<file path="config.mk">
export PLATFORM = sky130hd
export DESIGN_NAME = mem_bus_decoder
export DESIGN_NICKNAME = d
export VERILOG_FILES = /design/src/rtl/mem_bus_decoder_pkg.sv /design/src/rtl/mem_addr_match.sv /design/src/rtl/mem_bus_decoder.sv
export SDC_FILE = /design/constraint.sdc
export NUM_CORES = 1
export LEC_CHECK = 0
export CAP_MARGIN = 5
export CORE_AREA = 2 2 132 134
export CTS_BUF_LIST = sky130_fd_sc_hd__clkbuf_4
export CTS_CLUSTER_DIAMETER = 120
export DETAILED_ROUTE_END_ITERATION = 10
export DIE_AREA = 0 0 134 136
export GPL_ROUTABILITY_DRIVEN = 0
export PLACE_DENSITY_LB_ADDON = 0.1
export SLEW_MARGIN = 30
export SYNTH_ARGS = -nofsm -noshare
export SYNTH_HDL_FRONTEND = slang
export SYNTH_SLANG_ARGS = --single-unit
</file>
<file path="constraint.sdc">
create_clock -name clk -period 1.9 [get_ports clk]
set_clock_uncertainty 0.2 [all_clocks]
set_input_delay 0.285 -clock clk [delete_from_list [all_inputs] [get_ports clk]]
set_output_delay 0.285 -clock clk [all_outputs]
set_load 0.02 [all_outputs]
</file>
<file path="src/rtl/mem_bus_decoder_pkg.sv">
// Memory-map constants, bus FSM state type and default decode windows shared
// by the RV32I data-port decoder and its address matcher.
package mem_bus_decoder_pkg;

  localparam int MEM_ADDR_W = 32;
  localparam int MEM_DATA_W = 32;

  // Enum order is the slave index order used on s_sel/s_ready/s_rdata.
  typedef enum logic [1:0] {
    SRC_GPIO = 2'd0,
    SRC_UART = 2'd1,
    SRC_RAM  = 2'd2,
    SRC_ROM  = 2'd3
  } MEM_SOURCE_t;

  localparam int N_MEM_SRC = 4;

  localparam logic [MEM_ADDR_W-1:0] GPIO_BASE = 32'h1001_0020;
  localparam logic [MEM_ADDR_W-1:0] GPIO_MASK = 32'hFFFF_FFF0;
  localparam logic [MEM_ADDR_W-1:0] UART_BASE = 32'h1001_0100;
  localparam logic [MEM_ADDR_W-1:0] UART_MASK = 32'hFFFF_FFF0;
  localparam logic [MEM_ADDR_W-1:0] RAM_BASE  = 32'h1001_0000;
  localparam logic [MEM_ADDR_W-1:0] RAM_MASK  = 32'hFFFF_F000;
  localparam logic [MEM_ADDR_W-1:0] ROM_BASE  = 32'h0040_0000;
  localparam logic [MEM_ADDR_W-1:0] ROM_MASK  = 32'hFFC0_0000;

  typedef enum logic [1:0] {
    IDLE     = 2'd0,
    ACCESS   = 2'd1,
    RESP_OK  = 2'd2,
    RESP_ERR = 2'd3
  } bus_state_t;

  // Packed windows, index N-1 in the MSBs down to index 0 in the LSBs.
  localparam logic [N_MEM_SRC*MEM_ADDR_W-1:0] DEF_SLV_BASE =
    {ROM_BASE, RAM_BASE, UART_BASE, GPIO_BASE};
  localparam logic [N_MEM_SRC*MEM_ADDR_W-1:0] DEF_SLV_MASK =
    {ROM_MASK, RAM_MASK, UART_MASK, GPIO_MASK};

endpackage

</file>
<file path="src/rtl/mem_addr_match.sv">
// Combinational priority address decoder: the lowest-index window that
// matches (addr & mask) == base wins; no match raises miss.
module mem_addr_match
  import mem_bus_decoder_pkg::*;
#(
  parameter int                            ADDR_W   = MEM_ADDR_W,
  parameter int                            N_SLAVES = N_MEM_SRC,
  parameter logic [N_SLAVES*ADDR_W-1:0]    SLV_BASE = DEF_SLV_BASE,
  parameter logic [N_SLAVES*ADDR_W-1:0]    SLV_MASK = DEF_SLV_MASK
) (
  input  logic [ADDR_W-1:0]   addr,
  output logic [N_SLAVES-1:0] hit,
  output logic                miss
);

  always_comb begin
    hit  = '0;
    miss = 1'b1;
    // miss doubles as "nothing matched yet", which gives lower indices priority.
    for (int i = 0; i < N_SLAVES; i++) begin
      if (miss && ((addr & SLV_MASK[i*ADDR_W +: ADDR_W]) == SLV_BASE[i*ADDR_W +: ADDR_W])) begin
        hit[i] = 1'b1;
        miss   = 1'b0;
      end
    end
  end

endmodule

</file>
<file path="src/rtl/mem_bus_decoder.sv">
// Single-master bus bridge for the core data port: decodes the address into
// one slave window, waits for that slave's ready with a timeout, and registers
// the returned read data. Unmapped or timed-out accesses complete with m_err.
//
// Handshake: the master holds m_req (and its address/data) until it sees a
// one-cycle m_ready or m_err pulse; the request is sampled only in IDLE. A
// slave sees s_sel/s_we only while ACCESS, and completes by raising its own
// s_ready bit; ready bits of non-selected slaves are ignored.
module mem_bus_decoder
  import mem_bus_decoder_pkg::*;
#(
  parameter int                            ADDR_W   = MEM_ADDR_W,
  parameter int                            DATA_W   = MEM_DATA_W,
  parameter int                            N_SLAVES = N_MEM_SRC,
  parameter logic [N_SLAVES*ADDR_W-1:0]    SLV_BASE = DEF_SLV_BASE,
  parameter logic [N_SLAVES*ADDR_W-1:0]    SLV_MASK = DEF_SLV_MASK,
  parameter int                            TIMEOUT  = 15
) (
  input  logic                       clk,
  input  logic                       rst_n,
  input  logic                       m_req,
  input  logic                       m_we,
  input  logic [ADDR_W-1:0]          m_addr,
  input  logic [DATA_W-1:0]          m_wdata,
  output logic [DATA_W-1:0]          m_rdata,
  output logic                       m_ready,
  output logic                       m_err,
  output logic [N_SLAVES-1:0]        s_sel,
  output logic                       s_we,
  output logic [ADDR_W-1:0]          s_addr,
  output logic [DATA_W-1:0]          s_wdata,
  input  logic [N_SLAVES*DATA_W-1:0] s_rdata,
  input  logic [N_SLAVES-1:0]        s_ready,
  input  logic                       err_clr,
  output logic                       err_valid,
  output logic [ADDR_W-1:0]          err_addr,
  output logic [1:0]                 dbg_state
);

  localparam int CNT_W = $clog2(TIMEOUT + 1);

  bus_state_t          state_q, state_d;
  logic [CNT_W-1:0]    cnt_q, cnt_d;
  logic [N_SLAVES-1:0] hit, sel_q;
  logic                miss;
  logic                we_q;
  logic                ready_sel;
  logic [DATA_W-1:0]   rdata_sel;

  mem_addr_match #(
    .ADDR_W   (ADDR_W),
    .N_SLAVES (N_SLAVES),
    .SLV_BASE (SLV_BASE),
    .SLV_MASK (SLV_MASK)
  ) u_match (
    .addr (m_addr),
    .hit  (hit),
    .miss (miss)
  );

  always_comb begin
    ready_sel = |(s_ready & sel_q);
    rdata_sel = '0;
    for (int i = 0; i < N_SLAVES; i++) begin
      if (sel_q[i]) rdata_sel = rdata_sel | s_rdata[i*DATA_W +: DATA_W];
    end
  end

  always_comb begin
    state_d = state_q;
    cnt_d   = '0;
    m_ready = 1'b0;
    m_err   = 1'b0;
    s_sel   = '0;
    s_we    = 1'b0;
    case (state_q)
      IDLE: begin
        if (m_req) state_d = miss ? RESP_ERR : ACCESS;
      end
      ACCESS: begin
        s_sel = sel_q;
        s_we  = we_q;
        if (ready_sel) begin
          state_d = RESP_OK;
        end else if (cnt_q == CNT_W'(TIMEOUT)) begin
          state_d = RESP_ERR;
        end else begin
          cnt_d = cnt_q + CNT_W'(1);
        end
      end
      RESP_OK: begin
        m_ready = 1'b1;
        state_d = IDLE;
      end
      RESP_ERR: begin
        m_err   = 1'b1;
        state_d = IDLE;
      end
      default: state_d = IDLE;
    endcase
  end

  assign dbg_state = state_q;

  always_ff @(posedge clk or negedge rst_n) begin
    if (!rst_n) begin
      state_q <= IDLE;
      cnt_q   <= '0;
    end else begin
      state_q <= state_d;
      cnt_q   <= cnt_d;
    end
  end

  always_ff @(posedge clk or negedge rst_n) begin
    if (!rst_n) begin
      s_addr    <= '0;
      s_wdata   <= '0;
      we_q      <= 1'b0;
      sel_q     <= '0;
      m_rdata   <= '0;
      err_valid <= 1'b0;
      err_addr  <= '0;
    end else begin
      if (state_q == IDLE && m_req) begin
        s_addr  <= m_addr;
        s_wdata <= m_wdata;
        we_q    <= m_we;
        sel_q   <= hit;
      end
      if (state_q == ACCESS && ready_sel) begin
        m_rdata <= we_q ? '0 : rdata_sel;
      end else if (state_d == RESP_ERR) begin
        m_rdata <= '0;
      end
      // A new error outranks a simultaneous clear; otherwise the first error is kept.
      if (state_q == RESP_ERR) begin
        if (!err_valid || err_clr) begin
          err_valid <= 1'b1;
          err_addr  <= s_addr;
        end
      end else if (err_clr) begin
        err_valid <= 1'b0;
        err_addr  <= '0;
      end
    end
  end

endmodule

</file>
# ---- Word level (Yosys, flattened, before mapping)
# Cells that the tools add are included.
# Widths: inputs -> output; s select.
dict set report word_totals {
  inputBits 201
  regBits 140
  wordCells 70
  out_inout_bits 138
}
dict set report op_classes {
  n_addsub 1
  n_eq_ne 10
  n_reduce_logical 13
  muxes 33
  bitwise_logic 4
}
# operator n
set ops {}
lappend ops {{$mux 32} 10}
lappend ops {{$or 32x32->32} 3}
lappend ops {{$eq 28x25->1 const B} 2}
lappend ops {{$eq 20x17->1 const B} 1}
lappend ops {{$mux 4} 4}
lappend ops {{$mux 1} 14}
lappend ops {{$eq 10x1->1 const B} 1}
lappend ops {{$mux 2} 4}
lappend ops {{$eq 2x2->1 const B} 3}
lappend ops {{$pmux 2 s3} 1}
lappend ops {{$logic_and 1x1->1} 5}
lappend ops {{$add 4x1->4 const B} 1}
lappend ops {{$and 4x4->4} 1}
lappend ops {{$eq 4x4->1 const B} 1}
lappend ops {{$reduce_bool 2->1} 2}
lappend ops {{$reduce_or 4->1} 1}
lappend ops {{$eq 2x1->1 const B} 1}
lappend ops {{$logic_not 2->1} 1}
lappend ops {{$ne 2x1->1 const B} 1}
lappend ops {{$reduce_and 2->1} 1}
lappend ops {{$reduce_or 2->1} 1}
lappend ops {{$logic_not 1->1} 1}
lappend ops {{$logic_or 1x1->1} 1}

# ---- Logic depth before layout (Yosys ltp)
dict set report logic_depth {
  word_depth 14
  mapped_depth 7
  ltp_nobuf 5
}

# ---- Hierarchy
# Synthesis repeated with hierarchy kept, for this count alone.
dict set report unflattened {
  hier_cells 491
  area_unflattened_um2 6341.1
}
# module area_each_um2 n_inst cells_per_inst seq_area_each_um2
set modules_own_cells {}
lappend modules_own_cells {mem_bus_decoder 6203.4 1 475 3503.4}
lappend modules_own_cells {mem_addr_match 137.6 1 16 0.0}

# ---- Worst setup path before layout
# No wires, ideal clock.
dict set report synth_timing {
  path_kind {reg2reg}
  startpoint {reg state_q[1] (netlist: dbg_state[1])}
  endpoint {reg m_rdata[10]}
  path_slack_ns 0.052
  stages_incl_launch_ff 6
  setup_time_ns 0.081
  arrival_time_ns 1.567
  t_required_ns 1.619
  path_cell_list {dfrtp_1 and2b_2 or3b_1 buf_2 buf_6 o22ai_2}
}
dict set report synth_between {
  elab_chain_cells 5
  word_cells_on_any_way 13
  classes_between {eq/ne (4); mux (5); reduce/logical (4)}
}
# element line_no
set synth_rtl {}
lappend synth_rtl {{start: declaration} mem_bus_decoder.sv:42} ;# bus_state_t state_q, state_d;
lappend synth_rtl {{start signal: assignment} mem_bus_decoder.sv:110} ;# state_q <= state_d;
lappend synth_rtl {{$eq 2x2->1 or $mux 2 (tied branches)} {mem_bus_decoder.sv:76, mem_bus_decoder.sv:85}}
lappend synth_rtl {{$reduce_or 2->1 (no line) or $mux 2 (tied branches)} --}
lappend synth_rtl {{$pmux 2 s3} mem_bus_decoder.sv:76} ;# case (state_q)
lappend synth_rtl {{$eq 2x2->1} mem_bus_decoder.sv:133} ;# end else if (state_d == RESP_ERR) begin
lappend synth_rtl {{$reduce_bool 2->1 (no line)} --}
lappend synth_rtl {{end signal: assignment} mem_bus_decoder.sv:132} ;# m_rdata <= we_q ? '0 : rdata_sel;
lappend synth_rtl {{end: declaration} mem_bus_decoder.sv:25} ;# output logic [DATA_W-1:0] m_rdata,
# Parallel ways exist; a longest one is shown, timed or not.
# A chain may end at the register's enable or synchronous reset.

# ---- Worst setup path after layout
dict set report layout_timing {
  startpoint {reg state_q[0] (netlist: dbg_state[0])}
  endpoint {out s_sel[2]}
}
dict set report layout_between {
  elab_chain_cells 2
}
# element line_no
set layout_rtl {}
lappend layout_rtl {{$eq 2x1->1} mem_bus_decoder.sv:76}
lappend layout_rtl {{$mux 4} mem_bus_decoder.sv:76}
lappend layout_rtl {{end: declaration} mem_bus_decoder.sv:28} ;# output logic [N_SLAVES-1:0] s_sel,
# No other way between the ends.

==> run metrics <==
post-route setup slack=-129 ps; area of the multi-input gates=2700 um^2; VDD IR max=roughly 0.81 mV; Post-Place Cell Area=roughly 10000 um^2; final hold slack=between 50 and 60 ps; Initial DRT Pass Iterations=4; number of port buffers=338; sequential area share after synthesis=54.5%; final net count=1224; CP max stage delay=390 ps; largest net degree at the start of global routing=56; initial DRC count=234; Worst-Skew Late Latency=530 ps; crit path kind=flip-flop to primary output; Final Hold Fails=0; effective utilization at floorplan=38.1%; Leak=5.18 nW; Crit-path slowest cell=dfrtp_1; Pwr Total=11.3 mW; Sequential Area=3500 um^2; WL/cell=17.8 um; final worst path period share=107%; core area=16900 um^2; post-route ant nets=0; post-route minimum period=2030 ps; Reg clk slew, reported paths=around 120 ps; Critical Path Source Type=flip-flop; syn_area_per_cell=9.60 um^2; CP most frequent cell=buf_6; H-tree levels=4; vias in the first global route=approximately 6500; DP Wirelength=16500 um; Pwr Density=1070 nW/um^2; CTS root buf=clkbuf_4; initial antenna violation count=2; crit end category=primary output; Worst Max-Slew Pin Slew=roughly 430 ps; CTS Buffer Depth=2; post-synthesis register bit count=140; GRT Util Overall=24.6%; die footprint=18200 um^2; share of layout cells above drive strength 1=12.4%; failing checks=setup timing; post-synthesis cell count=670; floorplan row count=48; maxcap violations=0; YS warnings=0; CTS tree=built; synth unique cells=40; crit-path max FO=6; Worst Path Arrival=approximately 1500 ps; Achievable Freq=0.493 GHz; number of flops mapped to enable cells by yosys=0; Place WS=-357 ps; first-pass GRT wire length=~35000 um; worst-path cell chain=and2b_2, buf_6, and2_4, buf_6; DRC Markers=0; detailed-route vias per instance=about 5.0; Setup TNS=-292 ps; TritonCTS Buffers=17; # setup viols final=5; Die Width=134 um; max_slew headroom=a little under three quarters; Critical Path RT=1410 ps; unrepaired setup endpoints after global routing=true; syn nets=872; design area=10500 um^2; routed wire length=approximately 22000 um; Post-Syn Area=6430 um^2; clk sink count=140; total gr overflow=0; asr flop ratio synth=100%; Syn-to-layout area delta=63.5%; most common flop cell mapped by yosys=dfrtp_1; Hold WC Path Type=input port to flip-flop; Pins Over Slew Limit=0; r2r setup slk=approximately 70 ps; Fillers=1515; status=complete, but fails checks; IO Count=roughly 340; die height=136 um; routed via count=6283
## through the flow
| step | util [%] | instances |
|---|---|---|
| floorplan | - | 670 |
| global placement | 61.1 | 1225 |
| detailed placement | 61.1 | 1225 |
| CTS | 62.2 | 1258 |
| global route | 62.3 | 1260 |
| finish | 62.3 | 1260 |
## critical path, delay by kind of cell, from the launching register on
family	cells	cell delay, ps
simple gates	2	370
buf+inv	2	250
flops	1	390
## sequential cells by signal, indices dropped and copies added (netlist names)
signal and flops:
cnt_q 4, err_valid 1, we_q 1, s_addr 32, err_addr 32, dbg_state 2
sel_q 4, m_rdata 32, s_wdata 32
## final timing paths
check | startpoint | end | depth (start not counted)
max reg2reg | cnt_q[0] | m_rdata[21] | 6
min in group asynchronous | rst_n | s_addr[2] | 3
max | dbg_state[0] | s_sel[2] | 4
max in group asynchronous | rst_n | cnt_q[1] | 3
min | m_addr[2] | s_addr[2] | 3
min reg2reg | s_wdata[13] | s_wdata[13] | 2
## synth_stat cells (all sizes together) (3+ instances only)
library cell | instances | area share [%]
nand2 | 299 | 17
nor2 | 3 | 0.18
and2 | 5 | 0.49
a221oi | 32 | 4.4
clkbuf | 37 | 2.2
nor4 | 4 | 0.39
o31ai | 3 | 0.56
o21ai | 4 | 0.31
buf | 17 | 1.7
dfrtp | 140 | 54
o22ai | 32 | 6.0
o211ai | 32 | 3.7
a21oi | 3 | 0.23
a22o | 34 | 4.9
## cell type report
cell class              instances  share of cell area, %
clock inverters                13                   1.67
diodes                          2                 0.0476
flip-flops and latches        140                   33.3
repair buffers                387                   35.3
clock buffers                  17                   1.21
multi-input cells             473                   25.7
inverters                       3                  0.107
well taps                     225                   2.68
## cells by family after synthesis
family	share of synthesized area, %
DFF	54.5
xor gates and xnor gates	0.272
AOI/OAI and AO/OA	20.4
buffers and inverters	4.07
adders and majority gates	0.195
and+or+nand+nor	20.6
## cells in the final DEF (no fill, tap or decap), types with 3 or more instances in the layout
cell type	instances
bufinv_16	4
nor2_1	3
buf_12	9
clkbuf_4	17
clkdlybuf4s50_1	199
buf_6	8
dlygate4sd2_1	129
buf_4	38
dfrtp_1	140
nand2_1	298
o211ai_1	32
and2_1	4
a22o_1	32
a221oi_1	31
nor4_1	4
o22ai_2	30
clkinv_1	4
clkinvlp_4	4
o21ai_0	4
## repair_timing
action	4_1_cts	5_1_grt
gates cloned	0	0
endpoints found under the setup margin	138	10
gates resized for setup	176	11
buffers inserted	1	2
hold buffers	2	0
hold endpoints to repair	140	0
## metal layers
layer	share of wire (%)	vias to the layer above	GRT usage, %
met5	0	-	0
met4	3.1	0	10.0
met3	8.0	38	7.42
met2	47	238	40.2
met1	42	2971	30.6
li1	-	3036	-
## power breakdown
group | internal, mW | switching (mW) | leakage [nW] | total (mW)
registers | 3.84 | 0.541 | 1.84 | 4.39
clock network | 1.02 | 1.09 | 0.148 | 2.10
logic | 1.93 | 2.88 | 3.19 | 4.81
No activity file was read; power rests on OpenSTA's default activity.
